--- src/rtl/rv_lsu_if.sv ---
// Core-side request/response and memory-side beat bundle for rv_lsu.
// slave: the LSU view; master: the core/memory environment view.
interface rv_lsu_if #(
  parameter int ADDR_W = 32
);
  logic              req_valid;
  logic              req_ready;
  logic              req_we;
  logic [2:0]        req_funct3;
  logic [ADDR_W-1:0] req_addr;
  logic [31:0]       req_wdata;
  logic              rsp_valid;
  logic [31:0]       rsp_rdata;
  logic              rsp_fault;
  logic              mem_req;
  logic              mem_we;
  logic [ADDR_W-1:0] mem_addr;
  logic [3:0]        mem_be;
  logic [31:0]       mem_wdata;
  logic              mem_ack;
  logic [31:0]       mem_rdata;

  modport slave (
    input  req_valid, req_we, req_funct3,
    input  req_addr, req_wdata,
    input  mem_ack, mem_rdata,
    output req_ready, rsp_valid, rsp_rdata,
    output rsp_fault, mem_req, mem_we,
    output mem_addr, mem_be, mem_wdata
  );

  modport master (
    output req_valid, req_we, req_funct3,
    output req_addr, req_wdata,
    output mem_ack, mem_rdata,
    input  req_ready, rsp_valid, rsp_rdata,
    input  rsp_fault, mem_req, mem_we,
    input  mem_addr, mem_be, mem_wdata
  );
endinterface

--- src/rtl/rv_lsu.sv ---
// RISC-V load/store unit: one request -> one or two word beats -> one response.
// Ports: clk, reset (sync active-low), bus (rv_lsu_if.slave: req/rsp/mem).
module rv_lsu #(
  parameter int ADDR_W         = 32,
  parameter int TIMEOUT        = 255,
  parameter int MISALIGN_SPLIT = 1
) (
  input  logic    clk,
  input  logic    reset,
  rv_lsu_if.slave bus
);
  typedef enum logic [1:0] {
    IDLE, BEAT0, BEAT1, RESP
  } state_t;

  localparam int CNT_W =
    (TIMEOUT < 2) ? 1 : $clog2(TIMEOUT + 1);

  state_t            state_q, state_d;
  logic              we_q;
  logic [2:0]        f3_q;
  logic [ADDR_W-1:0] addr_q;
  logic [31:0]       wdata_q;
  logic [31:0]       beat0_q;
  logic [31:0]       rdata_q, rdata_d;
  logic              fault_q, fault_d;
  logic [CNT_W-1:0]  cnt_q;
  logic              cnt_clr, cnt_inc, beat0_ld;
  logic              accept, mis_in, illegal_in;
  logic              split_q;
  logic [1:0]        off_in, off_q;
  logic [3:0]        size_m;
  logic [7:0]        be_w;
  logic [63:0]       wd_w;
  logic [ADDR_W-1:0] word_a;

  function automatic logic [31:0] merge(
    input logic [2:0]  f3,
    input logic [1:0]  off,
    input logic [31:0] b1,
    input logic [31:0] b0
  );
    logic [63:0] s;
    s = {b1, b0} >> {off, 3'b000};
    case (f3)
      3'b000:  merge = {{24{s[7]}}, s[7:0]};
      3'b001:  merge = {{16{s[15]}}, s[15:0]};
      3'b100:  merge = {24'h0, s[7:0]};
      3'b101:  merge = {16'h0, s[15:0]};
      default: merge = s[31:0];
    endcase
  endfunction

  assign off_in = bus.req_addr[1:0];
  assign off_q  = addr_q[1:0];
  assign accept = (state_q == IDLE) && bus.req_valid;

  always_comb begin
    mis_in = 1'b0;
    unique case (1'b1)
      bus.req_funct3[1:0] == 2'b01:
        mis_in = (off_in == 2'b11);
      bus.req_funct3[1:0] == 2'b10:
        mis_in = (off_in != 2'b00);
      default: mis_in = 1'b0;
    endcase
  end

  assign illegal_in =
    (bus.req_funct3 == 3'b011) ||
    (bus.req_funct3[2:1] == 2'b11) ||
    (bus.req_we && bus.req_funct3[2]) ||
    (mis_in && (MISALIGN_SPLIT == 0));

  always_comb begin
    case (f3_q[1:0])
      2'b00:   size_m = 4'b0001;
      2'b01:   size_m = 4'b0011;
      default: size_m = 4'b1111;
    endcase
  end

  // Upper halves of the shifted mask/data spill into the next word.
  assign be_w    = {4'b0000, size_m} << off_q;
  assign wd_w    = {32'h0, wdata_q} << {off_q, 3'b000};
  assign split_q = |be_w[7:4];
  assign word_a  = {addr_q[ADDR_W-1:2], 2'b00};

  always_comb begin
    state_d       = state_q;
    fault_d       = fault_q;
    rdata_d       = rdata_q;
    cnt_clr       = 1'b0;
    cnt_inc       = 1'b0;
    beat0_ld      = 1'b0;
    bus.req_ready = 1'b0;
    bus.rsp_valid = 1'b0;
    bus.rsp_fault = 1'b0;
    bus.rsp_rdata = 32'h0;
    bus.mem_req   = 1'b0;
    bus.mem_we    = 1'b0;
    bus.mem_addr  = '0;
    bus.mem_be    = 4'b0000;
    bus.mem_wdata = 32'h0;
    case (state_q)
      IDLE: begin
        bus.req_ready = 1'b1;
        if (bus.req_valid) begin
          fault_d = illegal_in;
          rdata_d = 32'h0;
          cnt_clr = 1'b1;
          state_d = illegal_in ? RESP : BEAT0;
        end
      end
      BEAT0, BEAT1: begin
        bus.mem_req = 1'b1;
        bus.mem_we  = we_q;
        if (state_q == BEAT0) begin
          bus.mem_addr  = word_a;
          bus.mem_be    = be_w[3:0];
          bus.mem_wdata = wd_w[31:0];
        end else begin
          bus.mem_addr  = word_a + ADDR_W'(4);
          bus.mem_be    = be_w[7:4];
          bus.mem_wdata = wd_w[63:32];
        end
        if (bus.mem_ack) begin
          cnt_clr = 1'b1;
          if (state_q == BEAT0) beat0_ld = 1'b1;
          if (state_q == BEAT0 && split_q) begin
            state_d = BEAT1;
          end else begin
            state_d = RESP;
            if (!we_q) begin
              rdata_d = (state_q == BEAT0)
                ? merge(f3_q, off_q, 32'h0, bus.mem_rdata)
                : merge(f3_q, off_q, bus.mem_rdata, beat0_q);
            end
          end
        end else if (cnt_q == CNT_W'(TIMEOUT - 1)) begin
          // This would be the TIMEOUT-th unacked cycle: give up now.
          state_d = RESP;
          fault_d = 1'b1;
          rdata_d = 32'h0;
        end else begin
          cnt_inc = 1'b1;
        end
      end
      RESP: begin
        bus.rsp_valid = 1'b1;
        bus.rsp_fault = fault_q;
        bus.rsp_rdata = rdata_q;
        state_d       = IDLE;
      end
      default: state_d = IDLE;
    endcase
  end

  always_ff @(posedge clk) begin
    if (!reset) begin
      state_q <= IDLE;
      we_q    <= 1'b0;
      f3_q    <= 3'b000;
      addr_q  <= '0;
      wdata_q <= 32'h0;
      beat0_q <= 32'h0;
      rdata_q <= 32'h0;
      fault_q <= 1'b0;
      cnt_q   <= '0;
    end else begin
      state_q <= state_d;
      fault_q <= fault_d;
      rdata_q <= rdata_d;
      if (accept) begin
        we_q    <= bus.req_we;
        f3_q    <= bus.req_funct3;
        addr_q  <= bus.req_addr;
        wdata_q <= bus.req_wdata;
      end
      if (beat0_ld) beat0_q <= bus.mem_rdata;
      if (cnt_clr) cnt_q <= '0;
      else if (cnt_inc) cnt_q <= cnt_q + CNT_W'(1);
    end
  end
endmodule
--- src/flat_wrapper.sv ---
// flat-port wrapper written by rule: the top's interface ports become plain ports
module rv_lsu_flat 
#(
  parameter int ADDR_W         = 32,
  parameter int TIMEOUT        = 255,
  parameter int MISALIGN_SPLIT = 1
)
  (clk, reset, bus_req_valid, bus_req_we, bus_req_funct3, bus_req_addr, bus_req_wdata, bus_mem_ack, bus_mem_rdata, bus_req_ready, bus_rsp_valid, bus_rsp_rdata, bus_rsp_fault, bus_mem_req, bus_mem_we, bus_mem_addr, bus_mem_be, bus_mem_wdata);
  rv_lsu_if #(.ADDR_W(ADDR_W)) bus_i ();
  input  logic clk;
  input  logic reset;
  input wire logic [$bits(bus_i.req_valid)-1:0] bus_req_valid;
  input wire logic [$bits(bus_i.req_we)-1:0] bus_req_we;
  input wire logic [$bits(bus_i.req_funct3)-1:0] bus_req_funct3;
  input wire logic [$bits(bus_i.req_addr)-1:0] bus_req_addr;
  input wire logic [$bits(bus_i.req_wdata)-1:0] bus_req_wdata;
  input wire logic [$bits(bus_i.mem_ack)-1:0] bus_mem_ack;
  input wire logic [$bits(bus_i.mem_rdata)-1:0] bus_mem_rdata;
  output wire logic [$bits(bus_i.req_ready)-1:0] bus_req_ready;
  output wire logic [$bits(bus_i.rsp_valid)-1:0] bus_rsp_valid;
  output wire logic [$bits(bus_i.rsp_rdata)-1:0] bus_rsp_rdata;
  output wire logic [$bits(bus_i.rsp_fault)-1:0] bus_rsp_fault;
  output wire logic [$bits(bus_i.mem_req)-1:0] bus_mem_req;
  output wire logic [$bits(bus_i.mem_we)-1:0] bus_mem_we;
  output wire logic [$bits(bus_i.mem_addr)-1:0] bus_mem_addr;
  output wire logic [$bits(bus_i.mem_be)-1:0] bus_mem_be;
  output wire logic [$bits(bus_i.mem_wdata)-1:0] bus_mem_wdata;
  assign bus_i.req_valid = bus_req_valid;
  assign bus_i.req_we = bus_req_we;
  assign bus_i.req_funct3 = bus_req_funct3;
  assign bus_i.req_addr = bus_req_addr;
  assign bus_i.req_wdata = bus_req_wdata;
  assign bus_i.mem_ack = bus_mem_ack;
  assign bus_i.mem_rdata = bus_mem_rdata;
  assign bus_req_ready = bus_i.req_ready;
  assign bus_rsp_valid = bus_i.rsp_valid;
  assign bus_rsp_rdata = bus_i.rsp_rdata;
  assign bus_rsp_fault = bus_i.rsp_fault;
  assign bus_mem_req = bus_i.mem_req;
  assign bus_mem_we = bus_i.mem_we;
  assign bus_mem_addr = bus_i.mem_addr;
  assign bus_mem_be = bus_i.mem_be;
  assign bus_mem_wdata = bus_i.mem_wdata;
  rv_lsu #(.ADDR_W(ADDR_W), .TIMEOUT(TIMEOUT), .MISALIGN_SPLIT(MISALIGN_SPLIT)) u_core (.clk(clk), .reset(reset), .bus(bus_i));
endmodule
--- config.mk ---
export PLATFORM = sky130hd
export DESIGN_NAME = rv_lsu_flat
export DESIGN_NICKNAME = d
export VERILOG_FILES = /design/src/rtl/rv_lsu_if.sv /design/src/rtl/rv_lsu.sv /design/src/flat_wrapper.sv
export SDC_FILE = /design/constraint.sdc
export NUM_CORES = 1
export LEC_CHECK = 0
export CORE_AREA = 4 4 138 140
export CTS_CLUSTER_SIZE = 20
export DETAILED_ROUTE_END_ITERATION = 10
export DIE_AREA = 0 0 142 144
export GPL_ROUTABILITY_DRIVEN = 0
export PLACE_DENSITY = 0.79
export RECOVER_POWER = 25
export SYNTH_ARGS = -nofsm -noshare
export SYNTH_HDL_FRONTEND = slang
export SYNTH_SLANG_ARGS = --single-unit
export TNS_END_PERCENT = 30
--- constraint.sdc ---
create_clock -name clk -period 5 [get_ports clk]
set_clock_uncertainty 0.05 [all_clocks]
set_input_delay 1 -clock clk [delete_from_list [all_inputs] [get_ports clk]]
set_output_delay 1 -clock clk [all_outputs]
set_load 0.02 [all_outputs]
==> flow_results.xml, run 1 <==
<?xml version="1.0" encoding="UTF-8"?>
<metrics>
  <group name="floorplan">
    <metric name="core_region_area" unit="um2">17840</metric>
    <metric name="die-area" unit="um2">20450</metric>
    <metric name="floorplan.initialDensity" unit="">0.4924</metric>
    <metric name="die_w" unit="um">142</metric>
    <metric name="die_height" unit="um">144</metric>
    <metric name="top_level_ports" unit="">209</metric>
    <metric name="number_of_placement_rows" unit="">49</metric>
  </group>
  <group name="power">
    <metric name="switching_share" unit="">0.3748</metric>
    <metric name="power.combinational.fraction" unit="">0.392</metric>
    <metric name="static_leakage" unit="nW">4.003</metric>
    <metric name="cell_internal_pwr" unit="W">0.003019</metric>
    <metric name="power.sequential.fraction" unit="">0.304</metric>
    <metric name="power.share.clock" unit="">0.304</metric>
    <metric name="total_power_per_unit_cell_area" unit="nW/um2">419.8</metric>
    <metric name="vdd_ir_drop_max" unit="uV">270.1</metric>
    <metric name="power.switching" unit="W">0.001810</metric>
  </group>
  <group name="layout">
    <metric name="post_route_cells_drive_above_1_share" unit="">0.07980</metric>
    <metric name="post_layout_nonfiller_instances" unit="">1457</metric>
    <metric name="syn2layout_area_growth" unit="%">30.98</metric>
    <metric name="fill_cells" unit="">1532</metric>
    <metric name="layout.nets" unit="">1327</metric>
    <metric name="n_antenna_cell" unit="">0</metric>
  </group>
  <group name="sta">
    <metric name="min_period_over_period" unit="">0.8805</metric>
    <metric name="fmax" unit="GHz">0.2271</metric>
    <metric name="totalNegativeSetupSlack" unit="ns">0</metric>
    <metric name="fin_hold_ws" unit="ns">0.4044</metric>
    <metric name="setup-violations-final" unit="">0</metric>
    <metric name="layout_min_cycle_time" unit="ns">4.403</metric>
    <metric name="worstMarginPinSlew" unit="ns">1.942</metric>
    <metric name="setup_repair_after_global_routing_missed_its_margin" unit="">no</metric>
    <metric name="final_max_slew_viol_count" unit="">116</metric>
    <metric name="timing.max_slew.rel_slack" unit="">-0.2944</metric>
    <metric name="report.final.hold_viol_count" unit="">0</metric>
  </group>
  <group name="worst_setup_path">
    <metric name="critical_path.cell_chain" unit="">inv_1 -&gt; ha_2 -&gt; and4b_1 -&gt; nand2_1 -&gt; or4_4 -&gt; or3_1 -&gt; a21oi_1 -&gt; clkdlybuf4s50_1</metric>
    <metric name="crit_path_max_incr_delay" unit="ns">0.62</metric>
    <metric name="crit_family" unit="">simple AND/OR/NAND/NOR gates</metric>
    <metric name="cp_slowest_cell" unit="">sky130_fd_sc_hd__clkdlybuf4s50_1</metric>
    <metric name="arrival" unit="ns">3.35</metric>
    <metric name="crit_path_max_fanout" unit="">8</metric>
    <metric name="worst_setup_path_end_kind" unit="">primary output</metric>
    <metric name="start_kind" unit="">flop</metric>
    <metric name="timing.setup.critical_path_class" unit="">reg2out</metric>
    <metric name="required" unit="ns">3.95</metric>
    <metric name="critical_path.n_buffers_inverters" unit="">2</metric>
  </group>
  <group name="routing">
    <metric name="wl_per_cell" unit="um">18.56</metric>
    <metric name="wl" unit="um">27050</metric>
    <metric name="drtAntennaViolNets" unit="">0</metric>
    <metric name="via_count_of_the_routed_design" unit="">8410</metric>
    <metric name="vias_per_cell" unit="">5.772</metric>
    <metric name="first_pass_iters" unit="">5</metric>
    <metric name="detailedRoute.firstIterationViolations" unit="">565</metric>
    <metric name="drc" unit="">0</metric>
  </group>
  <group name="synth">
    <metric name="post-synth-top-count-cell" unit="">sky130_fd_sc_hd__nand2_1</metric>
    <metric name="synth_top_cells_by_count" unit="">233 x sky130_fd_sc_hd__nand2_1, 143 x sky130_fd_sc_hd__dfxtp_1, 101 x sky130_fd_sc_hd__a21boi_0</metric>
    <metric name="synthTopCellsByArea" unit="">sky130_fd_sc_hd__dfxtp_1 33%, sky130_fd_sc_hd__nand2_1 10%, sky130_fd_sc_hd__a21boi_0 8.6%, sky130_fd_sc_hd__mux4_2 6.4%, sky130_fd_sc_hd__mux2i_1 5.8%</metric>
    <metric name="yosys_reg_bits" unit="">143</metric>
    <metric name="synthCells" unit="">1062</metric>
    <metric name="synthesis.area_per_instance" unit="um2">8.272</metric>
    <metric name="synth_cell_type_count" unit="">63</metric>
    <metric name="synth_edf_count" unit="">0</metric>
    <metric name="post-synth-top-area-cell" unit="">sky130_fd_sc_hd__dfxtp_1</metric>
    <metric name="ys.warnings.count" unit="">0</metric>
    <metric name="synthArstFlopShare" unit="">0</metric>
    <metric name="synth_seq_area_share" unit="">0.3259</metric>
    <metric name="synth_top_area_frac" unit="">0.3259</metric>
    <metric name="ys_dominant_reg_cell" unit="">sky130_fd_sc_hd__dfxtp_1</metric>
    <metric name="post_synth_instance_area" unit="um2">8785</metric>
  </group>
  <group name="clocking">
    <metric name="buffer_count_from_post_cts_setup_fixing" unit="">0</metric>
    <metric name="cts-buffers-inserted" unit="">17</metric>
    <metric name="cts_num_sinks" unit="">143</metric>
    <metric name="ctsHoldBuffers" unit="">0</metric>
    <metric name="cts_tree" unit="">built</metric>
    <metric name="clkSlewWorstSetupHoldPaths" unit="ns">0.06</metric>
    <metric name="post_cts.resized_instances" unit="">0</metric>
    <metric name="htreeDepth" unit="">4</metric>
    <metric name="cts_root_buf" unit="">sky130_fd_sc_hd__clkbuf_16</metric>
    <metric name="cts-root-to-sink-buffers" unit="">2</metric>
    <metric name="worstSkewPairLatency" unit="ns">0.42</metric>
  </group>
  <group name="grt">
    <metric name="grt_pass1_wl" unit="um">42250</metric>
    <metric name="antenna_found_initial" unit="">1</metric>
    <metric name="grt_overflow" unit="">0</metric>
    <metric name="grt_max_degree" unit="">106</metric>
    <metric name="grt_pass1_vias" unit="">8182</metric>
    <metric name="groute.usage.overall" unit="">0.2575</metric>
  </group>
  <group name="placement">
    <metric name="io_buffer_count" unit="">206</metric>
    <metric name="placedCellCount" unit="">1425</metric>
    <metric name="dp_hpwl" unit="um">18900</metric>
  </group>
  <group name="flow_run">
    <metric name="max_cap_viol_count" unit="">3</metric>
  </group>
  <group name="min_path">
    <metric name="hold_path.class" unit="">reg2reg</metric>
  </group>
  <group name="run_status">
    <metric name="failed_checks" unit="">capacitance limit, slew limit</metric>
    <metric name="run_status" unit="">finished with violations</metric>
  </group>
</metrics>
==> through the flow <==
step	worst slack, ns	total power, W	cell area (um2)	utilization
2_1_floorplan	1.580	0.002747	8788	-
3_3_place_gp	1.102	0.003340	10860	0.6085
3_5_place_dp	1.082	0.003373	10860	0.6085
4_1_cts	0.5907	0.004842	11540	0.6466
5_1_grt	0.3619	0.005085	11510	0.6449
6_report	0.5973	0.004830	11510	0.6449
==> layout by cell type, fill, tap and decap left out, types with 11 or more instances in the layout <==
| master | instances |
|---|---|
| sky130_fd_sc_hd__mux4_2 | 25 |
| sky130_fd_sc_hd__clkbuf_16 | 17 |
| sky130_fd_sc_hd__nor2_1 | 80 |
| sky130_fd_sc_hd__xnor2_1 | 13 |
| sky130_fd_sc_hd__o21ai_0 | 15 |
| sky130_fd_sc_hd__a211oi_1 | 12 |
| sky130_fd_sc_hd__a22o_1 | 16 |
| sky130_fd_sc_hd__xor2_1 | 17 |
| sky130_fd_sc_hd__clkdlybuf4s50_1 | 203 |
| sky130_fd_sc_hd__and2_1 | 47 |
| sky130_fd_sc_hd__dfxtp_1 | 141 |
| sky130_fd_sc_hd__mux2_2 | 11 |
| sky130_fd_sc_hd__o2bb2ai_1 | 16 |
| sky130_fd_sc_hd__buf_4 | 12 |
| sky130_fd_sc_hd__mux2i_1 | 51 |
| sky130_fd_sc_hd__nand3_1 | 13 |
| sky130_fd_sc_hd__a22oi_1 | 14 |
| sky130_fd_sc_hd__a21oi_1 | 34 |
| sky130_fd_sc_hd__nand2b_1 | 13 |
| sky130_fd_sc_hd__a21boi_0 | 101 |
| sky130_fd_sc_hd__nand2_1 | 233 |
==> power groups by stage <==
| stage | clock network [W] | registers (W) | logic (W) |
|---|---|---|---|
| final | 0.00147 | 0.00147 | 0.00189 |
| after global routing | 0.00154 | 0.00149 | 0.00206 |
| after global placement | 0 | 0.00148 | 0.00186 |
| after floorplan | 0 | 0.00142 | 0.00133 |
| after detailed placement | 0 | 0.00149 | 0.00189 |
| after CTS | 0.00148 | 0.00146 | 0.00190 |
==> registers in the layout (all words and copies together) (netlist names), 2 cells and up <==
signal          count
u_core.wdata_q     32
u_core.cnt_q        8
u_core.addr_q      32
u_core.beat0_q     32
u_core.state_q      2
u_core.f3_q         3
u_core.rdata_q     32
==> worst paths after layout <==
path | slack, ns | endpoint | cells after the start | from
worst max-delay path | 0.60 | bus_mem_addr[31] | 8 | u_core.state_q[1]
worst min register to register | 0.40 | u_core.rdata_q[4] | 1 | u_core.rdata_q[4]
worst min-delay path | 0.40 | u_core.rdata_q[4] | 1 | u_core.rdata_q[4]
worst max register to register | 1.07 | u_core.wdata_q[13] | 6 | u_core.state_q[1]
==> cell type report <==
| type | count | area (um2) | area share |
|---|---|---|---|
| clock buffer | 21 | 470.5 | 0.04089 |
| clock inverter | 11 | 209.0 | 0.01816 |
| inverter | 11 | 41.29 | 0.003589 |
| multi-input combinational | 822 | 5477 | 0.4760 |
| sequential | 143 | 2868 | 0.2492 |
| tap | 229 | 286.5 | 0.02490 |
| timing repair buffer | 220 | 2155 | 0.1873 |
==> layer usage <==
metal,GRT usage,vias to the layer above,part of all wire
li1,-,4044,-
met1,0.3039,3959,0.40
met2,0.4407,347,0.49
met3,0.08267,58,0.086
met4,0.09293,2,0.025
met5,0,-,0.00048
==> kinds of logic after synthesis <==
| group | after synthesis | synth area share |
|---|---|---|
| AOI/OAI and AO/OA | 262 | 0.2243 |
| xor gates and xnor gates | 30 | 0.02991 |
| adders and majority gates | 8 | 0.01139 |
| buffers and inverters | 98 | 0.04971 |
| DFF | 143 | 0.3259 |
| muxes | 87 | 0.1363 |
| other | 1 | 0.0004269 |
| and+or+nand+nor | 433 | 0.2220 |
No activity file was read; power rests on OpenSTA's default activity.
==> run 2: changes to the inputs <==
CORE_AREA = 4 4 144 146   (was 4 4 138 140)
CTS_CLUSTER_SIZE = default   (was 20)
DIE_AREA = 0 0 148 150   (was 0 0 142 144)
PLACE_DENSITY = 0.76   (was 0.79)
SLEW_MARGIN = 20   (was default)
clock period = 3.8 ns   (was 5 ns; I/O delays follow)
==> flow_results.xml, run 2 (synthesized netlist as in run 1, its figures left out) <==
<?xml version="1.0" encoding="UTF-8"?>
<metrics>
  <group name="routing">
    <metric name="drtAntennaViolNets" unit="">0</metric>
    <metric name="via_count_of_the_routed_design" unit="">8489</metric>
    <metric name="detailedRoute.firstIterationViolations" unit="">537</metric>
    <metric name="first_pass_iters" unit="">5</metric>
    <metric name="drc" unit="">0</metric>
    <metric name="wl" unit="um">27250</metric>
    <metric name="wl_per_cell" unit="um">18.11</metric>
    <metric name="vias_per_cell" unit="">5.641</metric>
  </group>
  <group name="power">
    <metric name="total_power_per_unit_cell_area" unit="nW/um2">532.5</metric>
    <metric name="static_leakage" unit="nW">4.049</metric>
    <metric name="vdd_ir_drop_max" unit="uV">449.2</metric>
  </group>
  <group name="worst_setup_path">
    <metric name="start_kind" unit="">flop</metric>
    <metric name="required" unit="ns">2.99</metric>
    <metric name="arrival" unit="ns">2.85</metric>
    <metric name="timing.setup.critical_path_class" unit="">reg2out</metric>
    <metric name="crit_path_max_fanout" unit="">34</metric>
    <metric name="worst_setup_path_end_kind" unit="">primary output</metric>
  </group>
  <group name="sta">
    <metric name="worstMarginPinSlew" unit="ns">1.468</metric>
    <metric name="setup-violations-final" unit="">0</metric>
    <metric name="min_period_over_period" unit="">0.9640</metric>
    <metric name="layout_min_cycle_time" unit="ns">3.663</metric>
    <metric name="timing.max_slew.rel_slack" unit="">0.02124</metric>
    <metric name="report.final.hold_viol_count" unit="">0</metric>
    <metric name="final_max_slew_viol_count" unit="">0</metric>
    <metric name="setup_repair_after_global_routing_missed_its_margin" unit="">yes</metric>
    <metric name="fmax" unit="GHz">0.2730</metric>
    <metric name="postLayoutSetupSlackWorst" unit="ns">0.1368</metric>
  </group>
  <group name="run_status">
    <metric name="run_status" unit="">completed</metric>
  </group>
  <group name="layout">
    <metric name="post_route_cells_drive_above_1_share" unit="">0.09766</metric>
    <metric name="layout.cells.most_common_list" unit="">231 x sky130_fd_sc_hd__nand2_1, 197 x sky130_fd_sc_hd__clkdlybuf4s50_1, 141 x sky130_fd_sc_hd__dfxtp_1</metric>
    <metric name="post_layout_nonfiller_instances" unit="">1505</metric>
    <metric name="layout.nets" unit="">1338</metric>
    <metric name="multiInputGateArea" unit="um2">5507</metric>
    <metric name="regArea" unit="um2">2868</metric>
    <metric name="syn2layout_area_growth" unit="%">31.80</metric>
    <metric name="fill_cells" unit="">1750</metric>
    <metric name="layout.cells.most_common" unit="">sky130_fd_sc_hd__nand2_1</metric>
    <metric name="final_core_util" unit="">0.5969</metric>
    <metric name="finish.instance_area" unit="um2">11580</metric>
  </group>
  <group name="floorplan">
    <metric name="core_region_area" unit="um2">19400</metric>
    <metric name="die_w" unit="um">148</metric>
    <metric name="die-area" unit="um2">22200</metric>
    <metric name="floorplan.initialDensity" unit="">0.4529</metric>
    <metric name="top_level_ports" unit="">209</metric>
    <metric name="die_height" unit="um">150</metric>
    <metric name="number_of_placement_rows" unit="">51</metric>
  </group>
  <group name="clocking">
    <metric name="cts_tree" unit="">built</metric>
    <metric name="htreeDepth" unit="">4</metric>
    <metric name="cts-buffers-inserted" unit="">17</metric>
    <metric name="worstSkewPairLatency" unit="ns">0.42</metric>
    <metric name="cts_num_sinks" unit="">143</metric>
    <metric name="post_cts.resized_instances" unit="">7</metric>
    <metric name="cts-root-to-sink-buffers" unit="">2</metric>
    <metric name="clkSlewWorstSetupHoldPaths" unit="ns">0.06</metric>
    <metric name="ctsHoldBuffers" unit="">0</metric>
    <metric name="cts_root_buf" unit="">sky130_fd_sc_hd__clkbuf_16</metric>
    <metric name="buffer_count_from_post_cts_setup_fixing" unit="">0</metric>
  </group>
  <group name="grt">
    <metric name="grt_pass1_wl" unit="um">43300</metric>
    <metric name="grt_overflow" unit="">0</metric>
    <metric name="groute.usage.overall" unit="">0.2410</metric>
    <metric name="grt_max_degree" unit="">106</metric>
    <metric name="antenna_found_initial" unit="">2</metric>
    <metric name="grt_pass1_vias" unit="">8316</metric>
  </group>
  <group name="placement">
    <metric name="area_post_placement" unit="um2">11000</metric>
    <metric name="io_buffer_count" unit="">206</metric>
    <metric name="dp_hpwl" unit="um">19100</metric>
    <metric name="placedCellCount" unit="">1472</metric>
    <metric name="detailedPlace.worstSlack" unit="ns">0.2405</metric>
  </group>
  <group name="flow_run">
    <metric name="max_cap_viol_count" unit="">0</metric>
  </group>
  <group name="min_path">
    <metric name="hold_path.class" unit="">reg2reg</metric>
  </group>
</metrics>
run 2: changes by cell type in the layout (fill, tap and decap cells not counted), moves of 3 or more:
cell	delta
sky130_fd_sc_hd__bufinv_16	-4
sky130_fd_sc_hd__buf_4	+9
sky130_fd_sc_hd__clkbuf_8	-3
sky130_fd_sc_hd__clkinvlp_4	+6
sky130_fd_sc_hd__clkdlybuf4s50_1	-6
sky130_fd_sc_hd__clkbuf_2	+5
run 2: metrics by stage:
| stage | total power [W] | setup TNS [ns] | hold slack (ns) |
|---|---|---|---|
| 2_1_floorplan | 0.003615 | 0 | 0.3742 |
| 4_1_cts | 0.006190 | 0 | 0.4063 |
| 5_1_grt | 0.006524 | -0.03195 | 0.4176 |
| 6_report | 0.006166 | 0 | 0.4060 |
| 3_3_place_gp | 0.004468 | 0 | 0.3868 |
| 3_5_place_dp | 0.004502 | 0 | 0.3899 |
run 2: power breakdown:
group          internal, W  switching (W)
Sequential         0.00171       0.000210
Clock              0.00101       0.000671
Combinational      0.00103        0.00154
Total              0.00375        0.00242
run 2: critical path: stages (launching register included):
cell	delay (ns)
sky130_fd_sc_hd__dfxtp_1	0.41
sky130_fd_sc_hd__inv_1	0.09
sky130_fd_sc_hd__ha_1	0.53
sky130_fd_sc_hd__inv_2	0.32
sky130_fd_sc_hd__buf_12	0.27
sky130_fd_sc_hd__nor2_1	0.17
sky130_fd_sc_hd__clkdlybuf4s50_1	0.63
run 2: path summary, 6_finish.rpt:
| check | slack (ns) | end | cells after the start | start |
|---|---|---|---|---|
| worst max register to register | 0.81 | u_core.rdata_q[19] | 6 | u_core.addr_q[1] |
| worst min-delay path | 0.41 | u_core.rdata_q[26] | 1 | u_core.rdata_q[26] |
| worst min register to register | 0.41 | u_core.rdata_q[26] | 1 | u_core.rdata_q[26] |
| worst max-delay path | 0.14 | bus_mem_addr[3] | 6 | u_core.state_q[0] |
run 2: area by class of cell:
class                      count  area share
sequential                   143      0.2477
antenna                        1   0.0002161
clock buffer                  20     0.03955
tap                          265     0.02864
inverter                      11    0.003566
multi-input combinational    822      0.4756
timing repair buffer         231      0.1933
clock inverter                12     0.01145
run 2: per-layer routing:
metal	track usage	part of all wire
met5	0	0.00048
met2	0.4012	0.47
met4	0.08776	0.029
met3	0.07480	0.088
met1	0.2947	0.41
==> run 3: changes to the inputs <==
ABC_CLOCK_PERIOD_IN_PS = 3800   (was default)
SKIP_CTS_REPAIR_TIMING = 1   (was default)
==> flow_results.xml, run 3 (synthesized netlist as in run 1, its figures left out) <==
<?xml version="1.0" encoding="UTF-8"?>
<metrics>
  <group name="run_status">
    <metric name="run_status" unit="">completed</metric>
  </group>
  <group name="floorplan">
    <metric name="die_height" unit="um">150</metric>
    <metric name="core_region_area" unit="um2">19400</metric>
    <metric name="floorplan.initialDensity" unit="">0.4529</metric>
    <metric name="die_w" unit="um">148</metric>
    <metric name="die-area" unit="um2">22200</metric>
    <metric name="number_of_placement_rows" unit="">51</metric>
    <metric name="top_level_ports" unit="">209</metric>
  </group>
  <group name="worst_setup_path">
    <metric name="worstSetupStartpoint" unit="">u_core.state_q[1]</metric>
    <metric name="worst_path_most_repeated_cell" unit="">sky130_fd_sc_hd__buf_4</metric>
    <metric name="required" unit="ns">2.99</metric>
    <metric name="crit_path_max_incr_delay" unit="ns">0.67</metric>
    <metric name="arrival" unit="ns">2.86</metric>
    <metric name="timing.setup.critical_path_class" unit="">reg2out</metric>
    <metric name="crit_family" unit="">buffers and inverters</metric>
    <metric name="start_kind" unit="">flop</metric>
    <metric name="critical_path.cell_chain" unit="">inv_1 -&gt; ha_2 -&gt; buf_4 -&gt; nor2b_1 -&gt; buf_4 -&gt; a21oi_1 -&gt; nor2_1 -&gt; clkdlybuf4s50_1</metric>
    <metric name="timing.rr.start" unit="">u_core.addr_q[1]</metric>
    <metric name="cp_slowest_cell" unit="">sky130_fd_sc_hd__clkdlybuf4s50_1</metric>
    <metric name="r2r_setup_slack" unit="ns">0.82</metric>
    <metric name="critical_path.n_buffers_inverters" unit="">4</metric>
    <metric name="worst_setup_path_end_kind" unit="">primary output</metric>
    <metric name="crit_path_max_fanout" unit="">6</metric>
  </group>
  <group name="layout">
    <metric name="post_route_cells_drive_above_1_share" unit="">0.09282</metric>
    <metric name="layout.cells.most_common" unit="">sky130_fd_sc_hd__nand2_1</metric>
    <metric name="multiInputGateArea" unit="um2">5492</metric>
    <metric name="fill_cells" unit="">1752</metric>
    <metric name="layout.cells.most_common_list" unit="">231 x sky130_fd_sc_hd__nand2_1, 197 x sky130_fd_sc_hd__clkdlybuf4s50_1, 141 x sky130_fd_sc_hd__dfxtp_1</metric>
    <metric name="finish.instance_area" unit="um2">11590</metric>
    <metric name="syn2layout_area_growth" unit="%">31.93</metric>
    <metric name="layout.nets" unit="">1338</metric>
    <metric name="post_layout_nonfiller_instances" unit="">1505</metric>
    <metric name="regArea" unit="um2">2868</metric>
  </group>
  <group name="placement">
    <metric name="placedCellCount" unit="">1472</metric>
    <metric name="detailedPlace.worstSlack" unit="ns">0.2405</metric>
    <metric name="dp_hpwl" unit="um">19100</metric>
    <metric name="io_buffer_count" unit="">206</metric>
    <metric name="area_post_placement" unit="um2">11000</metric>
  </group>
  <group name="grt">
    <metric name="antenna_found_initial" unit="">2</metric>
    <metric name="grt_pass1_wl" unit="um">43280</metric>
    <metric name="grt_max_degree" unit="">106</metric>
    <metric name="grt_pass1_vias" unit="">8317</metric>
    <metric name="grt_overflow" unit="">0</metric>
    <metric name="groute.usage.overall" unit="">0.2409</metric>
  </group>
  <group name="clocking">
    <metric name="cts_num_sinks" unit="">143</metric>
    <metric name="cts_root_buf" unit="">sky130_fd_sc_hd__clkbuf_16</metric>
    <metric name="clkSlewWorstSetupHoldPaths" unit="ns">0.06</metric>
    <metric name="worstSkewPairLatency" unit="ns">0.43</metric>
    <metric name="cts_tree" unit="">built</metric>
    <metric name="htreeDepth" unit="">4</metric>
    <metric name="cts-buffers-inserted" unit="">17</metric>
    <metric name="cts-root-to-sink-buffers" unit="">2</metric>
  </group>
  <group name="routing">
    <metric name="vias_per_cell" unit="">5.631</metric>
    <metric name="drc" unit="">0</metric>
    <metric name="via_count_of_the_routed_design" unit="">8475</metric>
    <metric name="detailedRoute.firstIterationViolations" unit="">566</metric>
    <metric name="drtAntennaViolNets" unit="">0</metric>
    <metric name="first_pass_iters" unit="">6</metric>
    <metric name="wl" unit="um">27290</metric>
    <metric name="wl_per_cell" unit="um">18.13</metric>
  </group>
  <group name="min_path">
    <metric name="hold_path.class" unit="">reg2reg</metric>
    <metric name="hold_start" unit="">u_core.rdata_q[3]</metric>
  </group>
  <group name="sta">
    <metric name="timing.max_slew.rel_slack" unit="">0.06511</metric>
    <metric name="layout_min_cycle_time" unit="ns">3.673</metric>
    <metric name="min_period_over_period" unit="">0.9665</metric>
    <metric name="setup_repair_after_global_routing_missed_its_margin" unit="">yes</metric>
    <metric name="setup-violations-final" unit="">0</metric>
    <metric name="report.final.hold_viol_count" unit="">0</metric>
    <metric name="postLayoutSetupSlackWorst" unit="ns">0.1274</metric>
    <metric name="final_max_slew_viol_count" unit="">0</metric>
    <metric name="fin_hold_ws" unit="ns">0.4054</metric>
    <metric name="fmax" unit="GHz">0.2723</metric>
    <metric name="worstMarginPinSlew" unit="ns">1.402</metric>
  </group>
  <group name="power">
    <metric name="static_leakage" unit="nW">4.112</metric>
    <metric name="vdd_ir_drop_max" unit="uV">446.6</metric>
    <metric name="total_power_per_unit_cell_area" unit="nW/um2">532.2</metric>
    <metric name="design_power_total" unit="W">0.006169</metric>
  </group>
  <group name="flow_run">
    <metric name="max_cap_viol_count" unit="">0</metric>
  </group>
</metrics>
-- run 3: cell count changes in the layout (fill, tap and decap cells not counted), moves of 2 or more --
cell | before | now
sky130_fd_sc_hd__dlymetal6s2s_1 | 2 | 6
sky130_fd_sc_hd__clkbuf_2 | 5 | 2
sky130_fd_sc_hd__nor4_2 | 2 | 0
sky130_fd_sc_hd__nor4_1 | 3 | 5
-- run 3: layout make-up --
class | count | share of cell area
tap | 265 | 0.02861
multi-input combinational | 822 | 0.4738
clock buffer | 20 | 0.03951
timing repair buffer | 231 | 0.1954
sequential | 143 | 0.2474
antenna | 1 | 0.0002159
inverter | 11 | 0.003563
clock inverter | 12 | 0.01144
-- run 3: metrics by stage --
stage / setup TNS (ns) / util
2_1_floorplan: 0 / -
3_3_place_gp: 0 / 0.5669
3_5_place_dp: 0 / 0.5669
4_1_cts: -1.491 / 0.5973
5_1_grt: -0.1631 / 0.5973
6_report: 0 / 0.5975
-- run 3: worst register-to-register path, cell delays in order, from the launching register on --
cell and delay, ns:
sky130_fd_sc_hd__dfxtp_2 0.63, sky130_fd_sc_hd__buf_4 0.61, sky130_fd_sc_hd__mux4_2 0.37, sky130_fd_sc_hd__mux2i_1 0.07, sky130_fd_sc_hd__or4_1 0.42, sky130_fd_sc_hd__a21oi_2 0.57
sky130_fd_sc_hd__a221o_1 0.21
-- run 3: worst paths after layout --
path | endpoint | cells after the start
worst max-delay path | bus_mem_be[0] | 8
worst min-delay path | u_core.rdata_q[3] | 1
worst max register to register | u_core.rdata_q[19] | 6
worst min register to register | u_core.rdata_q[3] | 1
-- run 3: routing by layer --
layer	vias to the layer above	global-route usage	wire [um]
met5	-	0	13
met4	2	0.08776	804
met3	58	0.07480	2328
met2	332	0.4012	12900
met1	4016	0.2945	11250
li1	4067	-	-
-- run 3: power by group --
group / internal [W] / switching [W] / leakage, nW / total [W]
sequential: 0.00171 / 0.000209 / 1.17 / 0.00192
clock: 0.00101 / 0.000672 / 0.270 / 0.00168
combinational: 0.00103 / 0.00154 / 2.68 / 0.00257
